### src/rtl/systolic_pkg.sv
`timescale 1ns/1ps
`default_nettype none
// ============================================================================
//  Module      : systolic_pkg
//  Description : Shared types, defaults and helpers for the systolic array
//                sequencer, the array top and its testbench.
//  Revision    : 1.0 - initial release
// ============================================================================
package systolic_pkg;

    // Ceiling log2; returns 0 for values <= 1
    function automatic int clog2(input int value);
        int result;
        int rem;
        result = 0;
        rem    = value - 1;
        while (rem > 0) begin
            result = result + 1;
            rem    = rem >> 1;
        end
        return result;
    endfunction

    // Rows plus columns of skew through the array, plus one activation read cycle
    function automatic int out_lat_default(input int dim);
        return 2 * dim + 1;
    endfunction

    localparam int ARRAY_DIM_DEF = 4;
    localparam int VEC_W_DEF     = 8;
    localparam int OUT_LAT_DEF   = out_lat_default(ARRAY_DIM_DEF);

    typedef enum logic [2:0] {
        S_IDLE   = 3'd0,
        S_LOAD   = 3'd1,
        S_SETTLE = 3'd2,
        S_RUN    = 3'd3,
        S_DONE   = 3'd4
    } state_e;

endpackage
`default_nettype wire

### src/rtl/systolic_ctrl.sv
`timescale 1ns/1ps
`default_nettype none
// ============================================================================
//  Module      : systolic_ctrl
//  Description : Job sequencer for a weight-stationary systolic array:
//                weight tile load, activation streaming with stall, and
//                result drain into the output buffer.
//  Revision    : 1.0 - initial release
// ============================================================================
module systolic_ctrl
    import systolic_pkg::*;
#(
    parameter  int ARRAY_DIM = ARRAY_DIM_DEF,
    parameter  int VEC_W     = VEC_W_DEF,
    parameter  int OUT_LAT   = out_lat_default(ARRAY_DIM),
    localparam int AW        = (clog2(ARRAY_DIM) < 1) ? 1 : clog2(ARRAY_DIM)
) (
    input  logic             clock,
    input  logic             reset,
    input  logic             start,
    input  logic [VEC_W-1:0] num_vec,
    input  logic             stall,
    output logic             w_rd_en,
    output logic [AW-1:0]    w_rd_addr,
    output logic             wwrite,
    output logic             a_rd_en,
    output logic [VEC_W-1:0] a_rd_addr,
    output logic             active,
    output logic             o_wr_en,
    output logic [VEC_W-1:0] o_wr_addr,
    output logic             busy,
    output logic             done
);

    // Run counter carries one extra bit so k can reach M+OUT_LAT-1 unwrapped;
    // comparisons use one more bit again so OUT_LAT+M never overflows.
    localparam int               KW        = VEC_W + 1;
    localparam int               SW        = VEC_W + 2;
    localparam logic [SW-1:0]    OUT_LAT_S = SW'(OUT_LAT);
    localparam logic [VEC_W-1:0] OUT_LAT_V = VEC_W'(OUT_LAT);
    localparam logic [AW-1:0]    LAST_ROW  = AW'(ARRAY_DIM - 1);

    state_e           state_q,     state_d;
    logic [AW-1:0]    load_cnt_q,  load_cnt_d;
    logic [KW-1:0]    run_cnt_q,   run_cnt_d;
    logic [VEC_W-1:0] num_vec_q,   num_vec_d;
    logic             w_rd_en_q,   w_rd_en_d;
    logic [AW-1:0]    w_rd_addr_q, w_rd_addr_d;
    logic             wwrite_q,    wwrite_d;
    logic             busy_q,      busy_d;
    logic             done_q,      done_d;

    logic [SW-1:0]    w_k_s;
    logic [SW-1:0]    w_m_s;
    logic [SW-1:0]    w_wr_end;
    logic [SW-1:0]    w_last_k;
    logic [VEC_W-1:0] w_wr_idx;
    logic             w_advance;
    logic             w_in_read;
    logic             w_in_write;

    assign w_k_s      = {1'b0, run_cnt_q};
    assign w_m_s      = {2'b00, num_vec_q};
    assign w_wr_end   = OUT_LAT_S + w_m_s;
    assign w_last_k   = w_wr_end - SW'(1);
    assign w_wr_idx   = run_cnt_q[VEC_W-1:0] - OUT_LAT_V;
    assign w_advance  = (state_q == S_RUN) && !stall;
    assign w_in_read  = (w_k_s < w_m_s);
    assign w_in_write = (w_k_s >= OUT_LAT_S) && (w_k_s < w_wr_end);

    // The stall input must gate the array edge in the same cycle it is seen,
    // so the RUN-phase strobes are decoded from registered state and stall.
    assign active    = w_advance;
    assign a_rd_en   = w_advance && w_in_read;
    assign a_rd_addr = (w_advance && w_in_read) ? run_cnt_q[VEC_W-1:0] : '0;
    assign o_wr_en   = w_advance && w_in_write;
    assign o_wr_addr = (w_advance && w_in_write) ? w_wr_idx : '0;

    assign w_rd_en   = w_rd_en_q;
    assign w_rd_addr = w_rd_addr_q;
    assign wwrite    = wwrite_q;
    assign busy      = busy_q;
    assign done      = done_q;

    // Next-state and next-output decode for the job sequencer
    always_comb begin
        state_d     = state_q;
        load_cnt_d  = load_cnt_q;
        run_cnt_d   = run_cnt_q;
        num_vec_d   = num_vec_q;
        w_rd_en_d   = 1'b0;
        w_rd_addr_d = '0;
        // One-cycle delay matches the weight SRAM read latency
        wwrite_d    = w_rd_en_q;

        case (state_q)
            S_IDLE: begin
                if (start) begin
                    num_vec_d = num_vec;
                    if (num_vec == '0) begin
                        state_d = S_DONE;
                    end else begin
                        state_d     = S_LOAD;
                        load_cnt_d  = '0;
                        w_rd_en_d   = 1'b1;
                        w_rd_addr_d = LAST_ROW;
                    end
                end
            end
            S_LOAD: begin
                // Rows are read last-to-first so row 0 ends up in the top PE row
                if (load_cnt_q == LAST_ROW) begin
                    state_d    = S_SETTLE;
                    load_cnt_d = '0;
                end else begin
                    load_cnt_d  = load_cnt_q + AW'(1);
                    w_rd_en_d   = 1'b1;
                    w_rd_addr_d = LAST_ROW - (load_cnt_q + AW'(1));
                end
            end
            S_SETTLE: begin
                state_d   = S_RUN;
                run_cnt_d = '0;
            end
            S_RUN: begin
                if (!stall) begin
                    if (w_k_s == w_last_k) begin
                        state_d   = S_DONE;
                        run_cnt_d = '0;
                    end else begin
                        run_cnt_d = run_cnt_q + KW'(1);
                    end
                end
            end
            S_DONE: begin
                state_d = S_IDLE;
            end
            default: begin
                state_d = S_IDLE;
            end
        endcase

        busy_d = (state_d != S_IDLE);
        done_d = (state_d == S_DONE);
    end

    // State, counters and registered outputs; reset abandons any job at once
    always_ff @(posedge clock or posedge reset) begin
        if (reset) begin
            state_q     <= S_IDLE;
            load_cnt_q  <= '0;
            run_cnt_q   <= '0;
            num_vec_q   <= '0;
            w_rd_en_q   <= 1'b0;
            w_rd_addr_q <= '0;
            wwrite_q    <= 1'b0;
            busy_q      <= 1'b0;
            done_q      <= 1'b0;
        end else begin
            state_q     <= state_d;
            load_cnt_q  <= load_cnt_d;
            run_cnt_q   <= run_cnt_d;
            num_vec_q   <= num_vec_d;
            w_rd_en_q   <= w_rd_en_d;
            w_rd_addr_q <= w_rd_addr_d;
            wwrite_q    <= wwrite_d;
            busy_q      <= busy_d;
            done_q      <= done_d;
        end
    end

endmodule
`default_nettype wire

### config.mk
export PLATFORM = sky130hd
export DESIGN_NAME = systolic_ctrl
export DESIGN_NICKNAME = d
export VERILOG_FILES = /design/src/rtl/systolic_pkg.sv /design/src/rtl/systolic_ctrl.sv
export SDC_FILE = /design/constraint.sdc
export NUM_CORES = 1
export LEC_CHECK = 0
export CORE_ASPECT_RATIO = 0.7
export CORE_MARGIN = 2
export CORE_UTILIZATION = 59
export CTS_CLUSTER_SIZE = 8
export DETAILED_ROUTE_END_ITERATION = 6
export MAX_ROUTING_LAYER = met4
export PLACE_DENSITY = 0.86
export SLEW_MARGIN = 30
export SYNTH_ARGS = -nofsm -noshare
export SYNTH_HDL_FRONTEND = slang
export SYNTH_SLANG_ARGS = --single-unit
### constraint.sdc
create_clock -name clock -period 7.8 [get_ports clock]
set_input_delay 1.56 -clock clock [delete_from_list [all_inputs] [get_ports clock]]
set_output_delay 1.56 -clock clock [all_outputs]
set_load 0.02 [all_outputs]
* Word level (Yosys, flattened, before mapping) *
Index checks and enable logic that the tools add are counted.

cells by class
  equal/unequal tests = 9
  reductions and logical operators = 13
  order comparisons = 3
  add/sub/neg operators = 6
  mux-type cells = 23

operators with widths
  cell                    count
  $mux W9                 2
  $pmux W9 S2             1
  $mux W8                 2
  $mux W3                 5
  $mux W2                 6
  $pmux W3 S4             1
  $eq A9 B10 Y1           1
  $sub A9 B1 Y10 const B  1
  $add A4 B8 Y9 const A   1
  $add A9 B1 Y9 const B   1
  $ge A9 B4 Y1 const B    1
  $lt A9 B8 Y1            1
  $lt A9 B9 Y1            1
  $logic_not A8 Y1        1
  $pmux W2 S2             2
  $sub A8 B4 Y8 const B   1
  $eq A3 B2 Y1 const B    2
  $ne A2 B2 Y1 const B    3
  $logic_and A1 B1 Y1     4
  $reduce_and A2 Y1       2
  $reduce_bool A2 Y1      2
  $eq A3 B1 Y1 const B    1
  $eq A3 B3 Y1 const B    1
  $logic_not A3 Y1        1
  other kinds (8)         10

word-level totals
  register bits = 28
  bits of input ports = 12

* Depth between registers and ports, before layout *
  word-level depth = 7
  gate-level depth with buffers = 11
  mapped depth without buffers = 11

* Worst setup path after synthesis *
Ideal clock, no wire load.

  path kind = input -> output
  start point = input port stall
  end point = output port o_wr_addr[3]
  required time = 6.240 ns
  setup slack = 2.600 ns
  arrival time = 3.640 ns
  cell stages on the path = 4
  buffers on the path = 0
  cells stage by stage = nand2b_1 > or2_2 > a2111oi_1 > nor4b_1

between the ends
  cells in the longest elaborated chain, start to end = 4

RTL lines
  element              RTL line             RTL
  from (decl)          systolic_ctrl.sv:22  input logic stall,
  $logic_not A1 Y1     -
  $logic_and A1 B1 Y1  systolic_ctrl.sv:67  assign w_advance = (state_q == S_RUN) && !stall;
  $logic_and A1 B1 Y1  systolic_ctrl.sv:77  assign o_wr_addr = (w_advance && w_in_write) ? w_wr_idx : '0;
  $mux W8              systolic_ctrl.sv:77
  to (decl)            systolic_ctrl.sv:30  output logic [VEC_W-1:0] o_wr_addr,

No other way between the ends.

* Worst setup path in the final report *
  start point = input port stall
  end point = output port a_rd_addr[1]

between the ends
  cells in the longest elaborated chain, start to end = 4

RTL lines
  element              RTL line             RTL
  $logic_not A1 Y1     -
  $logic_and A1 B1 Y1  systolic_ctrl.sv:67
  $logic_and A1 B1 Y1  systolic_ctrl.sv:75  assign a_rd_addr = (w_advance && w_in_read) ? run_cnt_q[VEC_W-1:0] : '0;
  $mux W8              systolic_ctrl.sv:75
  to (decl)            systolic_ctrl.sv:27  output logic [VEC_W-1:0] a_rd_addr,

No other way between the ends.

==> impl_results.md <==
* Status: finished, final reports clean
* Max Clock Freq at 175.7 MHz
* Syn Inst Count at 286
* Relative slew slack at 0.3953
* Leak at 1.302 nW
* Share of the yosys chip area belonging to registers at 0.2846
* PnR worst setup slack at between 2 and 2.5 ns
* Starting DRT DRC Count at 93
* Launching point of the worst reg2reg path: num_vec_q[0]
* R2R Path End: busy
* I/O Buffers at 36
* Global-route wire length before repair at 9.625 mm
* Die W at ~81 µm
* RePlAce Congestion at between 0.8 and 0.9
* Initial Util at 0.6202
* Total Die Area at 0.004715 mm²
* Synth warn at 0
* Layout net count at 350
* Ratio of cells with drive above 1 in the final layout at 0.07348
* Worst VDD drop at about 0.23 mV
* CTS-repair resized insts at 0
* Required time worst endpoint at 6.24 ns
* Final Slew Violations at 0
* Hold Path Depth at 0
* Final setup violation count at 0
* Fin Clk Skew at 0.002481 ns
* Crit Path Max Fanout at 9
* Clk slew on worst S/H paths at 0.09 ns
* Initial DRT Pass Iterations at 4
* Dpl hpwl at 4.119 mm
* Core area at 0.003970 mm²
* ANT nets after route at 0
* Synth-to-Final Area Change at 17.53%
* H-Tree Depth at 1
* Critical path type: input port to primary output
* # rows at 19
* CTS hold repair buffers at 0
* Residual DRC at 0
* Diode count at 0
* Root Buffer: clkbuf_8
* Vias per cell at 5.745
* Crit path DAT at 4.13 ns
* #FFs+latches synth at 28
* Main synth FF type: dfrtp_1
* Largest net degree at the start of global routing at 29
* Post-synth EDFFs at 0
* Crit end category: primary output
* Worst Setup Start Kind: input port
* Post-Place Setup Slack at 2.087 ns
* Post-DR wirelength/cell at 15.25 µm
* Min-delay worst type: flip-flop to flip-flop
* I/O pin count at 37
* FF-to-FF setup slack at between 4 and 5 ns
* Initial antenna violation count at 0
* RSZ-0062 raised after global routing: false
* Tmin final at 5.692 ns
* Vias at roughly 2100
* Min-delay src: w_rd_en
* GR Overflow Total at 0
* # fillers at 314
* Die height at between 50 and 60 µm
* Cell Area, Synth at 0.002462 mm²
* Post-CTS setup buffer count at 0
* Final hold violations at 0
* Clock buffer count from CTS at 3
* Synth Net Count at 322
* PD cells at 378.7 mW/mm²
* Max-Cap Viols at 0
* Clock net sink count at 28
* Worst-Margin Slew at roughly 0.9 ns
* Routed WL at 5.565 mm
* Asr flop ratio synth at 1.000
* Tot GR Track Use at 0.2721
* Setup TNS at 0 ns
* Distinct cell type count after synthesis at 57
* Hold EP: wwrite
* CTS tree: yes
* Clock Path Buffers at 2
* Vias in the first global route at 2045
* FF-to-FF path depth at 9
* Fin crit share at 0.7297
* Skew-Pair Late Insertion Delay at 0.27 ns
* Avg Synthesized Cell Area at 8.610 µm²
-- routing by layer --
metal,vias to the layer above,part of all wire,GRT usage
li1,1052,-,-
met1,975,0.47,0.3735
met2,66,0.44,0.4191
met3,4,0.084,0.06854
met4,0,0.0023,0.03874
met5,-,0,-
-- worst max path at each step --
stage | slack, ns | end | cells past startpoint | startpoint
2_1_floorplan | 2.60 | o_wr_addr[3] | 4 | stall
3_3_place_gp | 2.20 | a_rd_addr[1] | 6 | stall
3_5_place_dp | 2.09 | a_rd_addr[1] | 6 | stall
4_1_cts | 2.09 | a_rd_addr[1] | 6 | stall
5_1_grt | 1.94 | a_rd_addr[7] | 7 | stall
6_report | 2.11 | a_rd_addr[1] | 6 | stall
-- sequential cells by signal, indices dropped and copies added (netlist names) --
signal,flops
run_cnt_q,9
num_vec_q,8
state_q,3
load_cnt_q,2
w_rd_addr,2
busy,1
done,1
w_rd_en,1
wwrite,1
-- power breakdown --
part	switching (mW)	total [mW]	internal, mW	leakage (nW)
Clock	0.0431	0.0882	0.0452	0.0288
Sequential	0.106	0.301	0.195	0.352
Combinational	0.371	0.707	0.336	0.921
-- worst max-delay path, cell delays in order --
cell             delay, ns
clkdlybuf4s50_1       0.43
nand2b_1              0.18
or2_2                 0.36
nor3_1                0.71
nor3b_1               0.26
clkdlybuf4s50_1       0.63
-- metrics by stage --
step           utilization  cell area, µm²  cells  hold WS [ns]  power (mW)
2_1_floorplan            -            2462    286        0.4936      0.8121
3_3_place_gp        0.7151            2839    361        0.3604      0.9814
3_5_place_dp        0.7151            2839    361        0.3657       1.005
4_1_cts             0.7290            2894    365        0.3864       1.099
5_1_grt             0.7290            2894    365        0.3994       1.202
6_report            0.7290            2894    365        0.3816       1.096
-- cell usage after synthesis (all sizes together), types with 5 or more instances --
| cell type | number | area [µm²] |
|---|---|---|
| a21oi | 7 | 35.03 |
| a31oi | 6 | 37.54 |
| buf | 5 | 32.53 |
| clkbuf | 10 | 37.54 |
| dfrtp | 28 | 700.7 |
| ha | 24 | 300.3 |
| inv | 17 | 63.81 |
| nand2 | 36 | 135.1 |
| nand3 | 12 | 72.57 |
| nor2 | 23 | 86.33 |
| nor2b | 7 | 43.79 |
| o21a | 10 | 75.07 |
| o21ai | 14 | 70.07 |
| xnor2 | 17 | 163.9 |
| xor2 | 9 | 86.34 |
-- cell families after synthesis --
logic type,share of synthesized area
AND/OR/NAND/NOR,0.2500
AO/OA/AOI/OAI,0.1738
buffers and inverters,0.05437
XOR/XNOR,0.1108
multiplexers,0.004573
adder cells (fa/ha/maj),0.1220
flip-flops,0.2846
-- cell usage in the layout (no fill, tap or decap), drive strengths merged, types with 2 or more instances in the layout --
cell type | netlist | layout
a21o | 4 | 4
a21oi | 7 | 7
a31oi | 6 | 6
a32o | 2 | 2
and2 | 3 | 3
and3 | 4 | 4
and3b | 2 | 2
buf | 5 | 2
clkbuf | 10 | 4
clkdlybuf4s50 | 0 | 36
dfrtp | 28 | 28
ha | 24 | 24
inv | 17 | 17
nand2 | 36 | 36
nand2b | 3 | 3
nand3 | 12 | 12
nand4b | 3 | 3
nor2 | 23 | 23
nor2b | 7 | 7
nor3 | 4 | 4
nor3b | 4 | 4
nor4 | 4 | 4
nor4b | 2 | 2
o21a | 10 | 10
o21ai | 14 | 14
o31a | 2 | 2
or2 | 2 | 2
or3 | 2 | 2
or3b | 3 | 3
xnor2 | 17 | 17
xor2 | 9 | 9
-- final cells by class --
class / instances / area (µm²) / area share
Sequential cell: 28 / 700.7 / 0.2421
Inverter: 17 / 63.81 / 0.02205
Clock buffer: 4 / 55.05 / 0.01902
Timing Repair Buffer: 38 / 375.4 / 0.1297
Multi-Input combinational cell: 226 / 1634 / 0.5646
Tap cell: 52 / 65.06 / 0.02248
No activity file was read; power rests on OpenSTA's default activity.
